$ cat config.mk
export PLATFORM = sky130hd
export DESIGN_NAME = imem_loader_flat
export DESIGN_NICKNAME = d
export VERILOG_FILES = /design/src/rtl/imem_pkg.sv /design/src/rtl/imem_loader_if.sv /design/src/rtl/imem_byte_ser.sv /design/src/rtl/imem_loader.sv /design/src/flat_wrapper.sv
export SDC_FILE = /design/constraint.sdc
export NUM_CORES = 1
export LEC_CHECK = 0
export CORE_UTILIZATION = 60
export CTS_CLUSTER_SIZE = 28
export DETAILED_ROUTE_END_ITERATION = 6
export GPL_ROUTABILITY_DRIVEN = 1
export PLACE_DENSITY = 0.86
export SLEW_MARGIN = 15
export SYNTH_ARGS = -nofsm -noshare
export SYNTH_HDL_FRONTEND = slang
export SYNTH_SLANG_ARGS = --single-unit
$ cat constraint.sdc
create_clock -name clk -period 7.42 [get_ports clk]
set_input_delay 1.113 -clock clk [delete_from_list [all_inputs] [get_ports clk]]
set_output_delay 1.113 -clock clk [all_outputs]
set_load 0.02 [all_outputs]
$ cat src/rtl/imem_pkg.sv
// Shared types and constants for the instruction-memory loader.
package imem_pkg;

    localparam int unsigned MemBytesDefault = 1000;
    localparam int unsigned WordBits        = 32;
    localparam int unsigned ByteBits        = 8;
    localparam int unsigned BytesPerWord    = WordBits / ByteBits;
    localparam int unsigned IdxBits         = 2;

    typedef enum logic [1:0] {
        StIdle,
        StAccept,
        StWrite,
        StFinish
    } imem_state_e;

    // True when a whole word starting at ptr still lies inside memory; 33-bit so it cannot wrap.
    function automatic logic word_fits(input logic [31:0] ptr, input int unsigned mem_bytes);
        return ({1'b0, ptr} + 33'(BytesPerWord)) <= {1'b0, mem_bytes};
    endfunction

endpackage

$ cat src/rtl/imem_loader_if.sv
// Word source / memory write port bundle for imem_loader; the loader sits on the slave side.
interface imem_loader_if;
    import imem_pkg::*;

    logic                start;
    logic [15:0]         nwords;
    logic                wvalid;
    logic [WordBits-1:0] wdata;
    logic                wready;
    logic                mem_we;
    logic [31:0]         mem_addr;
    logic [ByteBits-1:0] mem_data;
    logic                busy;
    logic                done;
    logic                ovf;
    logic [31:0]         csum;

    modport master (
        output start, nwords, wvalid, wdata,
        input  wready, mem_we, mem_addr, mem_data, busy, done, ovf, csum
    );

    modport slave (
        input  start, nwords, wvalid, wdata,
        output wready, mem_we, mem_addr, mem_data, busy, done, ovf, csum
    );

endinterface

$ cat src/rtl/imem_byte_ser.sv
// Big-endian byte selection: idx 0 returns the most significant byte of the word.
module imem_byte_ser
    import imem_pkg::*;
(
    input  logic [WordBits-1:0] word,
    input  logic [IdxBits-1:0]  idx,
    output logic [ByteBits-1:0] sel_byte
);

    always_comb begin
        sel_byte = '0;
        unique case (idx)
            2'd0: sel_byte = word[31:24];
            2'd1: sel_byte = word[23:16];
            2'd2: sel_byte = word[15:8];
            2'd3: sel_byte = word[7:0];
            default: sel_byte = '0;
        endcase
    end

endmodule

$ cat src/rtl/imem_loader.sv
// Streams 32-bit words into byte-wide instruction memory, one word per 5 cycles.
// Define IMEM_LOADER_CSUM_EN to get a running modulo-2^32 word checksum on csum.
module imem_loader
    import imem_pkg::*;
#(
    parameter int unsigned MEM_BYTES = MemBytesDefault,
    parameter logic [31:0] BASE_ADDR = 32'd0
) (
    input  logic        clk,
    input  logic        rst_n,
    imem_loader_if.slave bus
);

    imem_state_e         state_q, state_d;
    logic [31:0]         ptr_q, ptr_d;
    logic [15:0]         cnt_q, cnt_d;
    logic [15:0]         nwords_q, nwords_d;
    logic [WordBits-1:0] word_q, word_d;
    logic [IdxBits-1:0]  idx_q, idx_d;
    logic                wready_q, wready_d;
    logic                mem_we_q, mem_we_d;
    logic [31:0]         mem_addr_q, mem_addr_d;
    logic [ByteBits-1:0] mem_data_q, mem_data_d;
    logic                busy_q, busy_d;
    logic                done_q, done_d;
    logic                ovf_q, ovf_d;

    logic [WordBits-1:0] ser_word;
    logic [IdxBits-1:0]  ser_idx;
    logic [ByteBits-1:0] ser_byte;

    // Outputs are registered, so the serializer looks one byte ahead of what is on the bus.
    assign ser_word = (state_q == StAccept) ? bus.wdata : word_q;
    assign ser_idx  = (state_q == StAccept) ? '0 : idx_q + 2'd1;

    imem_byte_ser u_byte_ser (
        .word     (ser_word),
        .idx      (ser_idx),
        .sel_byte (ser_byte)
    );

    always_comb begin
        state_d    = state_q;
        ptr_d      = ptr_q;
        cnt_d      = cnt_q;
        nwords_d   = nwords_q;
        word_d     = word_q;
        idx_d      = idx_q;
        wready_d   = 1'b0;
        mem_we_d   = 1'b0;
        mem_addr_d = mem_addr_q;
        mem_data_d = mem_data_q;
        busy_d     = busy_q;
        done_d     = 1'b0;
        ovf_d      = ovf_q;

        unique case (state_q)
            StIdle: begin
                if (bus.start) begin
                    ptr_d    = BASE_ADDR;
                    cnt_d    = '0;
                    nwords_d = bus.nwords;
                    ovf_d    = 1'b0;
                    busy_d   = 1'b1;
                    if (bus.nwords == '0) begin
                        state_d = StFinish;
                    end else begin
                        state_d  = StAccept;
                        wready_d = word_fits(BASE_ADDR, MEM_BYTES);
                    end
                end
            end

            StAccept: begin
                // wready_q was loaded with the fit check for ptr_q on entry to this state.
                if (!wready_q) begin
                    ovf_d   = 1'b1;
                    state_d = StFinish;
                end else if (bus.wvalid) begin
                    word_d     = bus.wdata;
                    idx_d      = '0;
                    state_d    = StWrite;
                    mem_we_d   = 1'b1;
                    mem_addr_d = ptr_q;
                    mem_data_d = ser_byte;
                end else begin
                    wready_d = 1'b1;
                end
            end

            StWrite: begin
                if (idx_q == 2'd3) begin
                    ptr_d = ptr_q + 32'(BytesPerWord);
                    cnt_d = cnt_q + 16'd1;
                    if ((cnt_q + 16'd1) == nwords_q) begin
                        state_d = StFinish;
                    end else begin
                        state_d  = StAccept;
                        wready_d = word_fits(ptr_q + 32'(BytesPerWord), MEM_BYTES);
                    end
                end else begin
                    idx_d      = idx_q + 2'd1;
                    mem_we_d   = 1'b1;
                    mem_addr_d = ptr_q + 32'(idx_q) + 32'd1;
                    mem_data_d = ser_byte;
                end
            end

            StFinish: begin
                done_d  = 1'b1;
                busy_d  = 1'b0;
                state_d = StIdle;
            end

            default: state_d = StIdle;
        endcase
    end

    always_ff @(posedge clk or negedge rst_n) begin
        if (!rst_n) begin
            state_q    <= StIdle;
            ptr_q      <= '0;
            cnt_q      <= '0;
            nwords_q   <= '0;
            word_q     <= '0;
            idx_q      <= '0;
            wready_q   <= 1'b0;
            mem_we_q   <= 1'b0;
            mem_addr_q <= '0;
            mem_data_q <= '0;
            busy_q     <= 1'b0;
            done_q     <= 1'b0;
            ovf_q      <= 1'b0;
        end else begin
            state_q    <= state_d;
            ptr_q      <= ptr_d;
            cnt_q      <= cnt_d;
            nwords_q   <= nwords_d;
            word_q     <= word_d;
            idx_q      <= idx_d;
            wready_q   <= wready_d;
            mem_we_q   <= mem_we_d;
            mem_addr_q <= mem_addr_d;
            mem_data_q <= mem_data_d;
            busy_q     <= busy_d;
            done_q     <= done_d;
            ovf_q      <= ovf_d;
        end
    end

`ifdef IMEM_LOADER_CSUM_EN
    logic        csum_clr;
    logic        csum_add;
    logic [31:0] csum_q;

    assign csum_clr = (state_q == StIdle) && bus.start;
    assign csum_add = (state_q == StAccept) && wready_q && bus.wvalid;

    always_ff @(posedge clk or negedge rst_n) begin
        if (!rst_n) begin
            csum_q <= '0;
        end else if (csum_clr) begin
            csum_q <= '0;
        end else if (csum_add) begin
            csum_q <= csum_q + bus.wdata;
        end
    end

    assign bus.csum = csum_q;
`else
    assign bus.csum = '0;
`endif

    assign bus.wready   = wready_q;
    assign bus.mem_we   = mem_we_q;
    assign bus.mem_addr = mem_addr_q;
    assign bus.mem_data = mem_data_q;
    assign bus.busy     = busy_q;
    assign bus.done     = done_q;
    assign bus.ovf      = ovf_q;

endmodule

$ cat src/flat_wrapper.sv
// flat-port wrapper written by rule: the top's interface ports become plain ports
module imem_loader_flat import imem_pkg::*;
#(
    parameter int unsigned MEM_BYTES = MemBytesDefault,
    parameter logic [31:0] BASE_ADDR = 32'd0
)
  (clk, rst_n, bus_start, bus_nwords, bus_wvalid, bus_wdata, bus_wready, bus_mem_we, bus_mem_addr, bus_mem_data, bus_busy, bus_done, bus_ovf, bus_csum);
  imem_loader_if bus_i ();
  input  logic clk;
  input  logic rst_n;
  input wire logic [$bits(bus_i.start)-1:0] bus_start;
  input wire logic [$bits(bus_i.nwords)-1:0] bus_nwords;
  input wire logic [$bits(bus_i.wvalid)-1:0] bus_wvalid;
  input wire logic [$bits(bus_i.wdata)-1:0] bus_wdata;
  output wire logic [$bits(bus_i.wready)-1:0] bus_wready;
  output wire logic [$bits(bus_i.mem_we)-1:0] bus_mem_we;
  output wire logic [$bits(bus_i.mem_addr)-1:0] bus_mem_addr;
  output wire logic [$bits(bus_i.mem_data)-1:0] bus_mem_data;
  output wire logic [$bits(bus_i.busy)-1:0] bus_busy;
  output wire logic [$bits(bus_i.done)-1:0] bus_done;
  output wire logic [$bits(bus_i.ovf)-1:0] bus_ovf;
  output wire logic [$bits(bus_i.csum)-1:0] bus_csum;
  assign bus_i.start = bus_start;
  assign bus_i.nwords = bus_nwords;
  assign bus_i.wvalid = bus_wvalid;
  assign bus_i.wdata = bus_wdata;
  assign bus_wready = bus_i.wready;
  assign bus_mem_we = bus_i.mem_we;
  assign bus_mem_addr = bus_i.mem_addr;
  assign bus_mem_data = bus_i.mem_data;
  assign bus_busy = bus_i.busy;
  assign bus_done = bus_i.done;
  assign bus_ovf = bus_i.ovf;
  assign bus_csum = bus_i.csum;
  imem_loader #(.MEM_BYTES(MEM_BYTES), .BASE_ADDR(BASE_ADDR)) u_core (.clk(clk), .rst_n(rst_n), .bus(bus_i));
endmodule
==> Word level (Yosys, flattened, before mapping) <==
Cells that the tools add are included.
{ "op_classes": {"muxes": 45, "bitwise": 0, "magnitude_cmp": 1, "div_mod_pow": 0, "n_mul": 0, "add_sub_neg": 6, "shifts": 0, "reduce_logical": 14, "n_eq_ne": 15} }
{ "ops": {"columns": ["op", "n"], "rows": [
  ["$mux W32", 6],
  ["$pmux W32 S2", 2],
  ["$add A32 B3 Y33 const B", 1],
  ["$le A33 B10 Y1 const B", 1],
  ["$add A32 B1 Y32 const B", 1],
  ["$add A32 B2 Y32", 1],
  ["$add A32 B3 Y32 const B", 1],
  ["$mux W16", 2],
  ["$pmux W16 S2", 1],
  ["$pmux W8 S4", 1],
  ["$mux W8", 3],
  ["$mux W2", 10],
  ["$add A16 B1 Y16 const B", 1],
  ["$eq A16 B16 Y1", 1],
  ["$logic_not A16 Y1", 1],
  ["$pmux W8 S2", 1],
  ["$mux W1", 13],
  ["$reduce_and A3 Y1", 4],
  ["$eq A2 B2 Y1 const B", 5],
  ["$ne A2 B2 Y1 const B", 4],
  ["$pmux W2 S4", 1],
  ["$reduce_bool A2 Y1", 4],
  ["$pmux W1 S2", 3],
  ["$eq A2 B1 Y1 const B", 2],
  ["other kinds (8)", 11]
]} }
{ "word_totals": {"inputBits": 52, "rom_bits": 0, "output_inout_bits": 77, "word_cells": 94, "latchBits": 0, "memories": 0, "regBits": 145, "ram_bits": 0} }

==> Logic depth before layout (Yosys ltp) <==
Gate-level depths: netlist of the first run.
{ "logic_depth": {"depth_word": 7, "depth_mapped": 13, "mapped_depth_nobuf": 11} }

==> By module <==
From an unflattened synthesis of the first run, not the netlist that was laid out.
{ "unflattened": {"cells_unflattened": 941, "area_unflattened_um2": 9148.8} }
{ "by_module_without_submodules": {"columns": ["mod", "cells_each", "n_inst", "area_per_inst_um2", "seq_area_each_um2"], "rows": [
  ["imem_loader", 931, 1, 8952.3, 3578.4],
  ["imem_byte_ser", 10, 1, 196.4, 0.0]
]} }

==> Worst setup path before layout of the first run <==
Ideal clock, no wire load.
{ "synth_timing": {"path_kind": "register to register", "start": "register u_core.ptr_q[3]", "end": "register u_core.wready_q, in the netlist u_core.bus.wready", "period_less_slack_ns": 3.366, "path_stages_with_launch": 13, "n_path_buf": 2, "t_arrival_ns": 3.263, "required_time_ns": 7.316, "setup_ns": 0.104, "setup_slack_ns": 4.054, "path_cell_list": "dfrtp_1 ha_1 buf_2 and3_1 buf_2 nand3_1 or4_4 xor2_4 or4_1 a21o_1 mux2i_1 a31oi_1 o41ai_2"} }
{ "synth_via": {"elab_chain_cells": 6} }
{ "synth_lines": {"columns": ["item", "line", "text"], "rows": [
  ["start, declared", "imem_loader.sv:15", "logic [31:0] ptr_q, ptr_d;"],
  ["start signal, assigned", "imem_loader.sv:136", "ptr_q <= ptr_d;"],
  ["$add A32 B3 Y32", "imem_loader.sv:99", "wready_d = word_fits(ptr_q + 32'(BytesPerWord), MEM_BYTES);"],
  ["$add A32 B3 Y33", "imem_pkg.sv:19", "return ({1'b0, ptr} + 33'(BytesPerWord)) <= {1'b0, mem_bytes};"],
  ["$le A33 B10 Y1", "imem_pkg.sv:19", null],
  ["$mux W1", "imem_loader.sv:95", "if ((cnt_q + 16'd1) == nwords_q) begin"],
  ["$mux W1", "imem_loader.sv:92", "if (idx_q == 2'd3) begin"],
  ["$pmux W1 S3", "imem_loader.sv:57", "unique case (state_q)"],
  ["named net u_core.wready_d", "imem_loader.sv:20", "logic wready_q, wready_d;"],
  ["end signal, assigned", "imem_loader.sv:141", "wready_q <= wready_d;"],
  ["end, declared", "imem_loader.sv:20", null]
]} }
The timed path passes the listed nets, and every way through them passes these cells.
A chain may end at the register's enable or synchronous reset.

==> Worst setup path after layout of the first run <==
{ "layout_timing": {"start": "register u_core.ptr_q[2]", "end": "register u_core.wready_q, in the netlist u_core.bus.wready"} }
The elaborated chain is that of the path after synthesis.

==> results of run 1 <==
==> flip-flops by register name, summed over array words and instances (netlist names), 2 cells and up <==
name	count
u_core.bus.mem_addr	32
u_core.word_q	32
u_core.ptr_q	30
u_core.cnt_q	16
u_core.nwords_q	16
u_core.bus.mem_data	8
u_core.idx_q	2
u_core.state_q	2
==> metal layers <==
metal	wire [um]	vias to the layer above	part of all wire (%)
met5	0	-	0
met4	671	0	3.3
met3	1580	63	7.7
met2	9520	356	46
met1	8810	3439	43
li1	-	3389	-
==> final cells by class <==
type | instances | area, um^2
multi-input cells | 710 | 4710
fillers | 1049 | 3950
flip-flops and latches | 143 | 3580
repair buffers | 102 | 1030
clock buffers | 17 | 425
well taps | 180 | 225
clock inverters | 15 | 125
inverters | 15 | 56.3
==> logic make-up after synthesis <==
kind of cell	after synthesis
AO/OA/AOI/OAI	201
XOR/XNOR	74
adder cells (fa/ha/maj)	12
buffers and inverters	115
flip-flops	143
multiplexers	70
other	1
AND/OR/NAND/NOR	321
==> where the power goes <==
group	internal, mW	total, mW	switching [mW]	leakage, nW
sequential	0.955	1.08	0.130	1.89
combinational	0.428	0.938	0.509	1.95
clock	0.436	0.810	0.373	0.265
==> critical path, stage by stage (launching register included) <==
cell	delay (ns)
dfrtp_1	0.55
ha_1	0.39
and3_1	0.31
nand3_1	0.38
xnor2_1	0.41
nand3_1	0.28
nor4b_2	0.63
nand4_1	0.31
mux2i_1	0.23
a31oi_1	0.12
o41ai_2	0.33
==> worst max path at each step <==
stage | start | endpoint | slack [ns] | cells after the start
2_1_floorplan | u_core.ptr_q[3] | u_core.bus.wready | 4.05 | 12
3_3_place_gp | u_core.ptr_q[2] | u_core.bus.wready | 3.72 | 10
3_5_place_dp | u_core.ptr_q[2] | u_core.bus.wready | 3.57 | 10
4_1_cts | u_core.ptr_q[2] | u_core.bus.wready | 3.49 | 10
5_1_grt | u_core.ptr_q[2] | u_core.bus.wready | 3.04 | 10
6_report | u_core.ptr_q[2] | u_core.bus.wready | 3.38 | 10
==> layout by cell type (no fill, tap or decap), drive strengths merged, types with 8 or more instances in the layout <==
cell,n
dfrtp,143
o21ai,103
nand2,99
clkdlybuf4s50,95
nor2,65
mux2,49
xnor2,48
conb,32
nand3,30
nand4,26
xor2,26
a21oi,22
inv,22
nor3,21
o31ai,18
clkbuf,17
nor4,14
mux2i,13
ha,12
or3,9
a21o,8
a22o,8
mux4,8
and2,8
or2,8
==> flow_summary.yaml, run 1 <==
critical_path:
  rrSetupSlack_ns: 3.38
  setup.worst_path.start_class: "flip-flop"
  ff2ff_path_depth: 10
  arrival_ns: 4.38
  critPathCaptureType: "flip-flop"
  r2r_end: "u_core.bus.wready"
  cp.required_ns: 7.76
  path_class: "flip-flop to flip-flop"
  r2r-start: "u_core.ptr_q[2]"
  critPathMaxFanout: 11
grt:
  grt_use_met3_pct: 6.78
  grt_util_met2_pct: 42.7
  antenna_found_initial: 0
  first_global_vias: 6740
  top_usage_layer: "met2"
  grt.overflow.total: 0
  use_met1_pct: 39.7
  grt_pass1_wl_mm: 33.8
  grt_max_degree: 81
  track_usage_pct: 28.8
pwr:
  p_total_mw: 2.83
  ir_worst_vdd_mv: 0.266
  p_leak_nw: 4.10
  power_density_mw_per_mm2: 279
yosys:
  synth-seq-cells: 143
  synthXorXnorAreaFrac_pct: 7.67
  synth.avg_cell_area_um2: 9.39
  synth-async-reset-ratio_pct: 100
  seq_area_frac_synth_pct: 40.7
  synth_fa_ha_area_share_pct: 1.71
  synth-simple-area-share_pct: 18.7
  synth_common_cells: "dfrtp_1, o21ai_0, nand2_1, nor2_1, mux2_2"
  synthFlopType: "dfrtp_1"
  synth.most_common_cell: "dfrtp_1"
  ys_types: 79
  synth_top_area_share_pct: 40.7
  synth_top_family_by_area: "simple AND/OR/NAND/NOR gates"
  synth_area_leaders: "dfrtp_1, mux2_2, o21ai_0, xnor2_1, nand2_1"
  muxShareOfSynthArea_pct: 9.80
  syn_inst: 937
  synth_edf_count: 0
  ys_warn_count: 0
  synth_compound_area_share_pct: 14.1
  synth_top_area_cell: "dfrtp_1"
  netlist_area_mm2: 0.00879
layout:
  final_core_util_pct: 72.0
  syn_to_final_growth_pct: 15.4
  drive_gt1_share_pct: 12.6
  insertedDiodeCount: 0
  fin_cells: 1182
  stdcell_area_mm2: 0.0101
  nets: 1053
floorplan:
  dieArea_mm2: 0.0151
  io-pin-count: 129
  row_count: 43
  fp.dieW_um: 123
  core-area_mm2: 0.0141
  initial_core_util_pct: 62.4
  die_h_um: 123
min_path:
  min_from: "u_core.bus.mem_addr[21]"
  hold_path_class: "flip-flop to flip-flop"
  holdPathEnd: "u_core.bus.mem_addr[21]"
  hold_depth: 2
routing:
  wl_per_cell_um: 17.4
  drc: 0
  via_per_inst: 6.13
  first_iter_violations: 701
  vias: 7247
  routed_wl_mm: 20.6
  ant_nets: 0
  firstDrtPassIters: 6
cts:
  clkLatencyLatePin_ns: 0.44
  htreeDepth: 4
  cts_buffers: 17
  cts.clk_slew.worst_paths_ns: 0.07
  root_buffer: "clkbuf_16"
  post_cts_resized: 0
  clk_path_buf_depth: 2
  postCtsSetupRepairBufs: 0
  cts_num_sinks: 143
  cts_hold_buf: 0
  cts_tree: "yes"
placed_design:
  place_congestion: 0.893
  dp_hpwl_mm: 13.7
  place_inst: 1149
  portBuffers: 96
  place_ws_ns: 3.57
  placed_area_mm2: 0.00957
sta:
  fin_crit_ns: 4.04
  worst_slack_ns: 3.38
  finalSetupViolCount: 0
  max_slew.worst_pin.slew_ns: 1.12
  hold_violations: 0
  fmax_mhz: 248
  setup-tns-final_ns: 0
  clock_skew_ns: 0.0115
  period_share_pct: 54.4
  slew_headroom_pct: 25.2
  rsz0062_at_grt: "false"
  hold_slack_ns: 0.475
  slew_viol_final: 0
run:
  maxCapViolations: 0
status:
  status: "completed"
(Power assumes the default switching activity.)
==> run 2, diff against run 1 <==
--- a/config.mk
+++ b/config.mk
@@ -5,11 +5,11 @@
 export SDC_FILE = /design/constraint.sdc
 export NUM_CORES = 1
 export LEC_CHECK = 0
-export CORE_UTILIZATION = 60
+export CORE_UTILIZATION = 50
 export CTS_CLUSTER_SIZE = 28
 export DETAILED_ROUTE_END_ITERATION = 6
 export GPL_ROUTABILITY_DRIVEN = 1
-export PLACE_DENSITY = 0.86
+export PLACE_DENSITY = 0.76
 export SLEW_MARGIN = 15
 export SYNTH_ARGS = -nofsm -noshare
 export SYNTH_HDL_FRONTEND = slang
==> constraint.sdc (replaced) <==
create_clock -name clk -period 3.4 [get_ports clk]
set_input_delay 0.51 -clock clk [delete_from_list [all_inputs] [get_ports clk]]
set_output_delay 0.51 -clock clk [all_outputs]
set_load 0.02 [all_outputs]
==> run 2 against run 1 <==
  * The flow now finishes with violations (design-rule violations)
  * Critical endpoint unchanged
  * Die area is 20% higher
  * Via count is 1.1% higher
  * Critical path depth is 1 lower
==> flow_summary.yaml, run 2 (same netlist as run 1, synthesis figures left out) <==
layout:
  insertedDiodeCount: 0
  drive_gt1_share_pct: 16.7
  syn_to_final_growth_pct: 20.8
  final_cell_mix: "dfrtp_1, o21ai_0, nand2_1"
  nets: 1100
  nFillCells: 1452
  layout_commonest_cell: "dfrtp_1"
status:
  status: "finished, violations left"
  violations: "design-rule violations"
cts:
  htreeDepth: 4
  post_cts_resized: 0
  clkLatencyLatePin_ns: 0.45
  cts_num_sinks: 143
  clk_path_buf_depth: 2
  root_buffer: "clkbuf_16"
  cts_tree: "yes"
  cts_hold_buf: 0
  cts_buffers: 17
  cts.clk_slew.worst_paths_ns: 0.07
  postCtsSetupRepairBufs: 0
sta:
  max_slew.worst_pin.slew_ns: 0.735
  period_share_pct: 96.5
  slew_headroom_pct: 50.8
  clock_skew_ns: 0.0133
  fin_crit_ns: 3.28
  setup-tns-final_ns: 0
  slew_viol_final: 0
  finalSetupViolCount: 0
  hold_violations: 0
  hold_slack_ns: 0.0929
  rsz0062_at_grt: "false"
  fmax_mhz: 305
pwr:
  power_density_mw_per_mm2: 588
  p_leak_nw: 4.38
  ir_worst_vdd_mv: 0.448
grt:
  antenna_found_initial: 0
  grt_max_degree: 78
  grt_pass1_wl_mm: 34.8
  track_usage_pct: 24.6
  first_global_vias: 6884
  grt.overflow.total: 0
routing:
  first_iter_violations: 566
  wl_per_cell_um: 16.6
  firstDrtPassIters: 7
  vias: 7328
  ant_nets: 0
  drc: 1
  via_per_inst: 5.75
  routed_wl_mm: 21.2
placed_design:
  dp_hpwl_mm: 14.8
  portBuffers: 96
  place_congestion: 0.924
floorplan:
  dieArea_mm2: 0.0181
  io-pin-count: 129
  die_h_um: 135
  fp.dieW_um: 135
  core-area_mm2: 0.0172
  initial_core_util_pct: 51.0
  row_count: 48
critical_path:
  ff2ff_path_depth: 9
  crit_slowest_cell: "or4_4"
  critPathCaptureType: "flip-flop"
  arrival_ns: 3.63
  crit_top_cell: "or4_4"
  critPathMaxFanout: 5
  cp.required_ns: 3.75
  setup.worst_path.start_class: "flip-flop"
  max_stage_delay_ns: 0.60
  path_cells: "nand4_2 > or4_4 > or4_4 > xor2_2 > or4_1 > a21o_1 > mux2i_1 > a31oi_1 > o41ai_2"
  path_class: "flip-flop to flip-flop"
run:
  maxCapViolations: 0
min_path:
  hold_path_class: "primary input to asynchronous set/reset pin"
[run 2: layout make-up]
type	count	area, um^2	share of cell area (%)
multi-input cells	710	4720	44.5
flip-flops and latches	143	3580	33.7
repair buffers	149	1390	13.0
clock buffers	17	425	4.01
well taps	225	282	2.65
clock inverters	15	170	1.60
inverters	15	56.3	0.530
[run 2: through the flow]
step / instances / area [um^2] / worst slack, ns / power (mW) / util, %
2_1_floorplan: 968 / 8910 / 0.0338 / 3.76 / -
3_3_place_gp: 1242 / 10000 / 0.220 / 4.34 / 58.1
3_5_place_dp: 1242 / 10000 / 0.182 / 4.41 / 58.1
4_1_cts: 1274 / 10600 / 0.142 / 6.30 / 61.5
5_1_grt: 1274 / 10600 / 0.00503 / 6.61 / 61.6
6_report: 1274 / 10600 / 0.118 / 6.25 / 61.6
[run 2: layer usage]
layer	wire length [um]	vias to the layer above	track usage [%]
met2	9910	293	37.5
met4	550	0	11.9
li1	-	3486	-
met3	1370	48	4.88
met1	9330	3501	33.6
met5	0	-	0
[run 2: worst max-delay path, delay by kind of cell (launching register included)]
kind	cells	cell delay (ns)
AOI/OAI and AO/OA	3	0.65
xor gates and xnor gates	1	0.16
DFF	1	0.46
muxes	1	0.12
and+or+nand+nor	4	1.79
[run 2: power by group]
part           total, mW  switching [mW]  leakage (nW)  internal, mW
logic               2.03            1.09          2.20         0.933
registers           2.36           0.274          1.89          2.08
clock network       1.87           0.882         0.288         0.986
total               6.25            2.25          4.38          4.00
[run 2: path summary, 6_finish.rpt]
kind,startpoint,to,slack (ns)
worst max-delay path,u_core.ptr_q[15],u_core.bus.wready,0.12
worst min-delay path,rst_n,u_core.bus.mem_addr[9],0.09
worst max register to register,u_core.ptr_q[15],u_core.bus.wready,0.12
worst min register to register,u_core.bus.mem_addr[19],u_core.bus.mem_addr[19],0.48
max in group asynchronous,rst_n,u_core.ptr_q[2],2.53
min in group clk,u_core.bus.mem_addr[19],u_core.bus.mem_addr[19],0.48
